===== src/rtl/conv25_feeder_pkg.sv =====
// rtl/conv25_feeder_pkg.sv - shared types and constants for the conv25 feeder
package conv25_feeder_pkg;

    localparam int TAPS   = 25;
    localparam int DATA_W = 8;
    localparam int ACC_W  = 32;

    typedef enum logic [2:0] {
        IDLE,
        LOAD_W,
        CLEAR,
        STREAM,
        FLUSH
    } state_t;

endpackage


===== src/rtl/conv25_feeder_if.sv =====
// rtl/conv25_feeder_if.sv - control, SRAM and array signals of the conv25 feeder
interface conv25_feeder_if #(
    parameter int ADDR_W = 16
);
    import conv25_feeder_pkg::*;

    logic              start;
    logic              busy;
    logic              done;
    logic              w_req;
    logic [4:0]        w_addr;
    logic [DATA_W-1:0] w_rdata;
    logic              d_req;
    logic [ADDR_W-1:0] d_addr;
    logic [DATA_W-1:0] d_rdata;
    logic [DATA_W-1:0] w_in;
    logic              w_en;
    logic [DATA_W-1:0] d_in;
    logic              z_en;
    logic [ACC_W-1:0]  ans_out;
    logic              res_valid;
    logic [ACC_W-1:0]  res_data;

    modport master (
        input  start, w_rdata, d_rdata, ans_out,
        output busy, done, w_req, w_addr, d_req, d_addr,
               w_in, w_en, d_in, z_en, res_valid, res_data
    );

    modport slave (
        output start, w_rdata, d_rdata, ans_out,
        input  busy, done, w_req, w_addr, d_req, d_addr,
               w_in, w_en, d_in, z_en, res_valid, res_data
    );

endinterface


===== src/rtl/conv25_feeder_valid_delay.sv =====
// rtl/conv25_feeder_valid_delay.sv - 1-bit shift register matching the array latency
module conv25_feeder_valid_delay #(
    parameter int DEPTH = 1
) (
    input  logic clk,
    input  logic rst,
    input  logic din,
    output logic dout
);

    logic [DEPTH-1:0] sr_q;
    logic [DEPTH-1:0] sr_d;

    always_comb begin
        sr_d    = sr_q;
        sr_d[0] = din;
        for (int i = 1; i < DEPTH; i++) begin
            sr_d[i] = sr_q[i-1];
        end
    end

    always_ff @(posedge clk) begin
        if (rst) begin
            sr_q <= '0;
        end else begin
            sr_q <= sr_d;
        end
    end

    assign dout = sr_q[DEPTH-1];

endmodule


===== src/rtl/conv25_feeder.sv =====
// rtl/conv25_feeder.sv - loads 25 weights, clears, streams pixels and captures array results
module conv25_feeder
    import conv25_feeder_pkg::*;
#(
    parameter int ADDR_W    = 16,
    parameter int NUM_PIX   = 1024,
    parameter int ARRAY_LAT = 1
) (
    input  logic            clk,
    input  logic            rst,
    conv25_feeder_if.master bus
);

    localparam int CW = ADDR_W + 1;
    localparam logic [CW-1:0] LAST_W     = CW'(TAPS);
    localparam logic [CW-1:0] LAST_PIX   = CW'(NUM_PIX - 1);
    localparam logic [CW-1:0] LAST_FL    = CW'(ARRAY_LAT);
    localparam logic [CW-1:0] FIRST_FULL = CW'(TAPS - 1);

    state_t           state_q, state_d;
    logic [CW-1:0]    cnt_q, cnt_d;
    logic             done_q, done_d;
    logic             start_prev_q, start_prev_d;
    logic             res_valid_q, res_valid_d;
    logic [ACC_W-1:0] res_data_q, res_data_d;
    logic [CW-1:0]    next_cnt;
    logic             tag_in;
    logic             tag_out;

    always_comb begin
        state_d      = state_q;
        cnt_d        = cnt_q;
        done_d       = 1'b0;
        start_prev_d = bus.start;
        tag_in       = 1'b0;
        next_cnt     = cnt_q + 1'b1;
        bus.w_req    = 1'b0;
        bus.w_addr   = '0;
        bus.w_en     = 1'b0;
        bus.w_in     = '0;
        bus.d_req    = 1'b0;
        bus.d_addr   = '0;
        bus.d_in     = '0;
        bus.z_en     = 1'b0;

        case (state_q)
            IDLE: begin
                // Rising edge only, and not in the done cycle: a held start runs once.
                if (bus.start && !start_prev_q && !done_q) begin
                    state_d = LOAD_W;
                    cnt_d   = '0;
                end
            end
            LOAD_W: begin
                if (cnt_q < LAST_W) begin
                    bus.w_req  = 1'b1;
                    bus.w_addr = cnt_q[4:0];
                end
                // SRAM data for address k-1 arrives in step k.
                if (cnt_q != '0) begin
                    bus.w_en = 1'b1;
                    bus.w_in = bus.w_rdata;
                end
                if (cnt_q == LAST_W) begin
                    state_d = CLEAR;
                    cnt_d   = '0;
                end else begin
                    cnt_d = next_cnt;
                end
            end
            CLEAR: begin
                bus.z_en   = 1'b1;
                bus.d_req  = 1'b1;
                bus.d_addr = '0;
                state_d    = STREAM;
                cnt_d      = '0;
            end
            STREAM: begin
                bus.d_in = bus.d_rdata;
                tag_in   = (cnt_q >= FIRST_FULL);
                if (cnt_q < LAST_PIX) begin
                    bus.d_req  = 1'b1;
                    bus.d_addr = next_cnt[ADDR_W-1:0];
                    cnt_d      = next_cnt;
                end else begin
                    state_d = FLUSH;
                    cnt_d   = '0;
                end
            end
            FLUSH: begin
                if (cnt_q == LAST_FL) begin
                    state_d = IDLE;
                    cnt_d   = '0;
                    done_d  = 1'b1;
                end else begin
                    cnt_d = next_cnt;
                end
            end
            default: begin
                state_d = IDLE;
                cnt_d   = '0;
            end
        endcase
    end

    conv25_feeder_valid_delay #(.DEPTH(ARRAY_LAT)) u_tag_delay (
        .clk  (clk),
        .rst  (rst),
        .din  (tag_in),
        .dout (tag_out)
    );

    assign res_valid_d = tag_out;
    assign res_data_d  = bus.ans_out;

    always_ff @(posedge clk) begin
        if (rst) begin
            state_q      <= IDLE;
            cnt_q        <= '0;
            done_q       <= 1'b0;
            start_prev_q <= 1'b0;
            res_valid_q  <= 1'b0;
            res_data_q   <= '0;
        end else begin
            state_q      <= state_d;
            cnt_q        <= cnt_d;
            done_q       <= done_d;
            start_prev_q <= start_prev_d;
            res_valid_q  <= res_valid_d;
            res_data_q   <= res_data_d;
        end
    end

    assign bus.busy      = (state_q != IDLE) || done_q;
    assign bus.done      = done_q;
    assign bus.res_valid = res_valid_q;
    assign bus.res_data  = res_data_q;

endmodule


===== src/flat_wrapper.sv =====
// flat-port wrapper written by rule: the top's interface ports become plain ports
module conv25_feeder_flat import conv25_feeder_pkg::*;
#(
    parameter int ADDR_W    = 16,
    parameter int NUM_PIX   = 1024,
    parameter int ARRAY_LAT = 1
)
  (clk, rst, bus_start, bus_w_rdata, bus_d_rdata, bus_ans_out, bus_busy, bus_done, bus_w_req, bus_w_addr, bus_d_req, bus_d_addr, bus_w_in, bus_w_en, bus_d_in, bus_z_en, bus_res_valid, bus_res_data);
  conv25_feeder_if #(.ADDR_W(ADDR_W)) bus_i ();
  input  logic clk;
  input  logic rst;
  input wire logic [$bits(bus_i.start)-1:0] bus_start;
  input wire logic [$bits(bus_i.w_rdata)-1:0] bus_w_rdata;
  input wire logic [$bits(bus_i.d_rdata)-1:0] bus_d_rdata;
  input wire logic [$bits(bus_i.ans_out)-1:0] bus_ans_out;
  output wire logic [$bits(bus_i.busy)-1:0] bus_busy;
  output wire logic [$bits(bus_i.done)-1:0] bus_done;
  output wire logic [$bits(bus_i.w_req)-1:0] bus_w_req;
  output wire logic [$bits(bus_i.w_addr)-1:0] bus_w_addr;
  output wire logic [$bits(bus_i.d_req)-1:0] bus_d_req;
  output wire logic [$bits(bus_i.d_addr)-1:0] bus_d_addr;
  output wire logic [$bits(bus_i.w_in)-1:0] bus_w_in;
  output wire logic [$bits(bus_i.w_en)-1:0] bus_w_en;
  output wire logic [$bits(bus_i.d_in)-1:0] bus_d_in;
  output wire logic [$bits(bus_i.z_en)-1:0] bus_z_en;
  output wire logic [$bits(bus_i.res_valid)-1:0] bus_res_valid;
  output wire logic [$bits(bus_i.res_data)-1:0] bus_res_data;
  assign bus_i.start = bus_start;
  assign bus_i.w_rdata = bus_w_rdata;
  assign bus_i.d_rdata = bus_d_rdata;
  assign bus_i.ans_out = bus_ans_out;
  assign bus_busy = bus_i.busy;
  assign bus_done = bus_i.done;
  assign bus_w_req = bus_i.w_req;
  assign bus_w_addr = bus_i.w_addr;
  assign bus_d_req = bus_i.d_req;
  assign bus_d_addr = bus_i.d_addr;
  assign bus_w_in = bus_i.w_in;
  assign bus_w_en = bus_i.w_en;
  assign bus_d_in = bus_i.d_in;
  assign bus_z_en = bus_i.z_en;
  assign bus_res_valid = bus_i.res_valid;
  assign bus_res_data = bus_i.res_data;
  conv25_feeder #(.ADDR_W(ADDR_W), .NUM_PIX(NUM_PIX), .ARRAY_LAT(ARRAY_LAT)) u_core (.clk(clk), .rst(rst), .bus(bus_i));
endmodule

===== config.mk =====
export PLATFORM = sky130hd
export DESIGN_NAME = conv25_feeder_flat
export DESIGN_NICKNAME = d
export VERILOG_FILES = /design/src/rtl/conv25_feeder_pkg.sv /design/src/rtl/conv25_feeder_if.sv /design/src/rtl/conv25_feeder_valid_delay.sv /design/src/rtl/conv25_feeder.sv /design/src/flat_wrapper.sv
export SDC_FILE = /design/constraint.sdc
export NUM_CORES = 1
export LEC_CHECK = 0
export BUFFER_PORTS_ARGS = -buffer_cell sky130_fd_sc_hd__clkbuf_2
export CORE_AREA = 2 2 82 84
export DETAILED_ROUTE_END_ITERATION = 16
export DIE_AREA = 0 0 84 86
export PLACE_DENSITY = 0.85
export SYNTH_ARGS = -nofsm -noshare
export SYNTH_HDL_FRONTEND = slang
export SYNTH_SLANG_ARGS = --single-unit

===== constraint.sdc =====
create_clock -name clk -period 2.1 [get_ports clk]
set_clock_uncertainty 0.2 [all_clocks]
set_input_delay 0.315 -clock clk [delete_from_list [all_inputs] [get_ports clk]]
set_output_delay 0.315 -clock clk [all_outputs]
set_load 0.01 [all_outputs]

==> flow_summary.rst <==
.. list-table::
   :header-rows: 1

   * - Metric
     - Value
   * - Kind of end point of the critical path
     - output pin
   * - Maximum fanout along the worst path
     - 5
   * - Largest voltage drop on the vdd net
     - 428.5 uV
   * - Number of enable flip-flop cells after synthesis
     - 0
   * - Number of design-rule violations left by the first detailed-router iteration
     - 189
   * - Area occupied by registers
     - 0.001147 sq mm
   * - Standard cell core area
     - 0.006277 sq mm
   * - CTS clk-pin slew, worst paths
     - 0.11 ns
   * - Number of placed I/O pins
     - 127
   * - Max-slew violations
     - 0
   * - Total clock buffers created by CTS
     - 5
   * - Synth async-reset ratio
     - 0%
   * - Post-route minimum period
     - 2.463 ns
   * - DRC errors left
     - 0
   * - Startpoint of the worst setup timing path
     - u_core.cnt_q[14]
   * - Total of flip-flops plus latches after synthesis
     - 56
   * - Number of clock sinks seen by CTS
     - 56
   * - Startpoint class of the critical path
     - flop
   * - Area after detailed placement
     - 0.003385 sq mm
   * - Required @ worst endpoint
     - 1.58 ns
   * - Routability congestion estimate
     - 0.8340
   * - Power share of the sequential group
     - 37.2%
   * - Crit Path Class
     - reg -> out
   * - Remaining global-route overflow
     - 0
   * - Clock tree from TritonCTS
     - yes
   * - Power share of the combinational group
     - 43.4%
   * - Most used flip-flop cell after synthesis
     - sky130_fd_sc_hd__dfxtp_1
   * - Total via count after detailed routing
     - 2832
   * - Yosys cell types
     - 49
   * - Final std cell area, no fill
     - 0.004287 sq mm
   * - Number of max-cap violations
     - 0
   * - Min-Delay Startpoint
     - bus_ans_out[1]
   * - Switching share of total power
     - 35.50%
   * - Root buffer cell
     - sky130_fd_sc_hd__clkbuf_8
   * - Total negative setup slack
     - -9.603 ns
   * - Row count
     - 29
   * - Layout Utilization
     - 68.29%
   * - Most area-hungry cell type in the Yosys netlist
     - sky130_fd_sc_hd__dfxtp_1
   * - Number of input and output port buffers inserted
     - 121
   * - Power per cell area
     - 744.3 mW/mm^2
   * - HP Class
     - in -> reg
   * - Post-DP HPWL
     - 5.076 mm
   * - Register area share after synthesis
     - 44.89%
   * - Fraction of post-synthesis cell area in the top cell type by area
     - 44.89%
   * - Starting density of the core
     - 39.78%
   * - Ratio of cells with drive above 1 in the final layout
     - 59.05%
   * - Yosys synthesis warning count
     - 0
   * - Number of antenna diodes
     - 0
   * - Area enclosed by the die boundary
     - 0.007224 sq mm
   * - Achievable frequency
     - 0.4060 GHz
   * - Count of antenna-violating nets left after detailed routing
     - 0
   * - Outcome
     - finished, violations left
   * - Detail-routed net length per standard cell
     - 16.84 microns
   * - Post-route worst setup slack
     - -0.3629 ns
   * - Pin count of the biggest net entering global routing
     - 36
   * - Area growth from synthesis to layout
     - 71.64%
   * - # fillers
     - 464
   * - Clock share of power
     - 19.4%
   * - Final hold violations
     - 0
   * - Violations in the final reports
     - negative setup slack
   * - Clock insertion delay at the later pin of the skew report
     - 0.31 ns
   * - R2r startpoint
     - u_core.cnt_q[14]
   * - Crit path arrival time
     - 1.95 ns
   * - Wire length of the first global-routing pass
     - 12.37 mm
   * - Part of the cycle the worst path needs
     - 117.3%
   * - Post-layout nets
     - 517
   * - WL final
     - 9.109 mm
   * - Width of the chip
     - 84 microns
   * - Setup repair after global routing missed its margin
     - yes
   * - Leakage Power
     - 1.950 nW
   * - Top cells by area in the synthesized netlist
     - sky130_fd_sc_hd__dfxtp_1, sky130_fd_sc_hd__nor2b_1, sky130_fd_sc_hd__and2_1, sky130_fd_sc_hd__o21ai_1, sky130_fd_sc_hd__nor2_1
   * - Number of global-route vias before repair
     - 2702
   * - Multi-input combinational cell area
     - 0.001615 sq mm
   * - GRT Resource Usage Total
     - 21.01%
   * - Number of instances in the synthesized netlist
     - 279
   * - Number of H-tree levels
     - 2
   * - Die boundary height
     - 86 microns
   * - Number of search-and-repair iterations in the first detailed-routing pass
     - 5
   * - Cell internal pwr
     - 2.058 mW
   * - Switching Power
     - 1.133 mW
   * - Post-DR vias/cell
     - 5.235
   * - Buffers from clock root to sink, at most
     - 2
   * - Synth Cell Area
     - 0.002497 sq mm
   * - Initial antenna violation count
     - 0
   * - Post-Syn Area per Cell
     - 8.951 sq um
   * - Endpoints failing setup
     - 44
==> flip-flops by register name, indices dropped and copies added (netlist names) <==
name	count
u_core.bus.res_data	32
u_core.cnt_q	17
u_core.bus.res_valid	1
u_core.bus.done	1
u_core.u_tag_delay.dout	1
u_core.start_prev_q	1
u_core.state_q	3
==> power groups by stage <==
stage | Sequential [mW] | Combinational, mW | Clock [mW]
2_1_floorplan | 1.22 | 0.497 | 0
3_3_place_gp | 1.19 | 0.901 | 0
6_report | 1.19 | 1.39 | 0.618
3_5_place_dp | 1.19 | 0.919 | 0
4_1_cts | 1.17 | 1.09 | 0.626
5_1_grt | 1.19 | 1.47 | 0.661
==> metal layers <==
layer,GRT usage (%),wire length (microns),up-vias
met5,0,0,-
met4,10.26,376,0
met3,4.427,570,42
met2,39.71,4880,154
met1,22.12,3282,1332
li1,-,-,1304
==> Yosys cell counts, types with 2 or more instances <==
cell type	instances
sky130_fd_sc_hd__or3b_1	2
sky130_fd_sc_hd__buf_4	5
sky130_fd_sc_hd__o21ai_1	15
sky130_fd_sc_hd__nor4_2	2
sky130_fd_sc_hd__inv_1	5
sky130_fd_sc_hd__a21oi_1	9
sky130_fd_sc_hd__nor2b_1	37
sky130_fd_sc_hd__nor2_1	17
sky130_fd_sc_hd__o21a_1	2
sky130_fd_sc_hd__xnor2_1	6
sky130_fd_sc_hd__buf_2	6
sky130_fd_sc_hd__clkbuf_1	7
sky130_fd_sc_hd__o21ai_0	8
sky130_fd_sc_hd__nor4_1	3
sky130_fd_sc_hd__nand2_1	10
sky130_fd_sc_hd__buf_1	2
sky130_fd_sc_hd__ha_1	3
sky130_fd_sc_hd__nand4_1	4
sky130_fd_sc_hd__a21o_1	3
sky130_fd_sc_hd__and3_1	4
sky130_fd_sc_hd__nor3_1	5
sky130_fd_sc_hd__nand2b_1	3
sky130_fd_sc_hd__and2_1	22
sky130_fd_sc_hd__dfxtp_1	56
sky130_fd_sc_hd__or3_1	8
sky130_fd_sc_hd__xor2_1	3
sky130_fd_sc_hd__nand3_1	9
sky130_fd_sc_hd__o21bai_1	2
==> worst max-delay path, stage by stage (launching register included) <==
cell	delay, ns
sky130_fd_sc_hd__dfxtp_2	0.36
sky130_fd_sc_hd__nor4_4	0.34
sky130_fd_sc_hd__buf_4	0.17
sky130_fd_sc_hd__and4_4	0.24
sky130_fd_sc_hd__a31oi_4	0.10
sky130_fd_sc_hd__buf_6	0.14
sky130_fd_sc_hd__and2_1	0.15
sky130_fd_sc_hd__clkbuf_2	0.12
==> path summary, 6_finish.rpt <==
path,end,slack (ns),depth (start not counted)
worst max-delay path,bus_w_in[7],-0.36,7
worst min register to register,u_core.bus.res_valid,0.25,1
worst max register to register,u_core.cnt_q[5],-0.28,7
worst min-delay path,u_core.bus.res_data[1],0.005,2
==> final cells by class <==
cell class | instances | area share, %
Clock buffer | 5 | 1.605
Clock inverter | 3 | 0.5254
Inverter | 5 | 0.4378
Multi-Input combinational cell | 202 | 37.68
Sequential cell | 56 | 26.77
Tap cell | 77 | 2.248
Timing Repair Buffer | 193 | 30.74
==> stage by stage <==
| step | hold slack [ns] | cells | power (mW) | setup WS [ns] |
|---|---|---|---|---|
| final | 0.005111 | 541 | 3.190 | -0.3629 |
| after detailed placement | 0.2291 | 497 | 2.110 | -0.008926 |
| after CTS | 0.0004385 | 527 | 2.887 | -0.2523 |
| after global placement | 0.2277 | 497 | 2.087 | 0.06840 |
| after floorplan | 0.2138 | 283 | 1.720 | 0.0002618 |
| after global routing | 0.002187 | 541 | 3.325 | -0.4152 |
==> cell usage in the layout, fill, tap and decap left out, types with 7 or more instances in the layout <==
cell,count
sky130_fd_sc_hd__buf_2,9
sky130_fd_sc_hd__and2_1,16
sky130_fd_sc_hd__nor2b_1,37
sky130_fd_sc_hd__o21ai_1,7
sky130_fd_sc_hd__nor2_1,8
sky130_fd_sc_hd__nand2_1,10
sky130_fd_sc_hd__buf_4,52
sky130_fd_sc_hd__buf_6,33
sky130_fd_sc_hd__o21ai_2,8
sky130_fd_sc_hd__o21ai_0,8
sky130_fd_sc_hd__clkbuf_2,96
sky130_fd_sc_hd__nor2_4,8
sky130_fd_sc_hd__dfxtp_1,47
==> cell families (layout without fill, tap and decap cells) <==
kind of cell             count (synthesis)  after routing  synth area share [%]
AND/OR/NAND/NOR                        137            137                 33.17
flip-flops                              56             56                 44.89
AO/OA/AOI/OAI                           47             48                 11.87
buffers and inverters                   26            206                 5.261
XOR/XNOR                                 9              9                 3.156
adder cells (fa/ha/maj)                  3              3                 1.503
other                                    1              5                0.1502
==> repair_timing <==
action,4_1_cts,5_1_grt
buffers inserted,20,16
endpoints found under the hold margin,3,0
pin swaps,13,27
cloned,1,1
hold buffers,3,0
resized for setup,48,101
endpoints found under the setup margin,29,44
No activity file was read; power rests on OpenSTA's default activity.
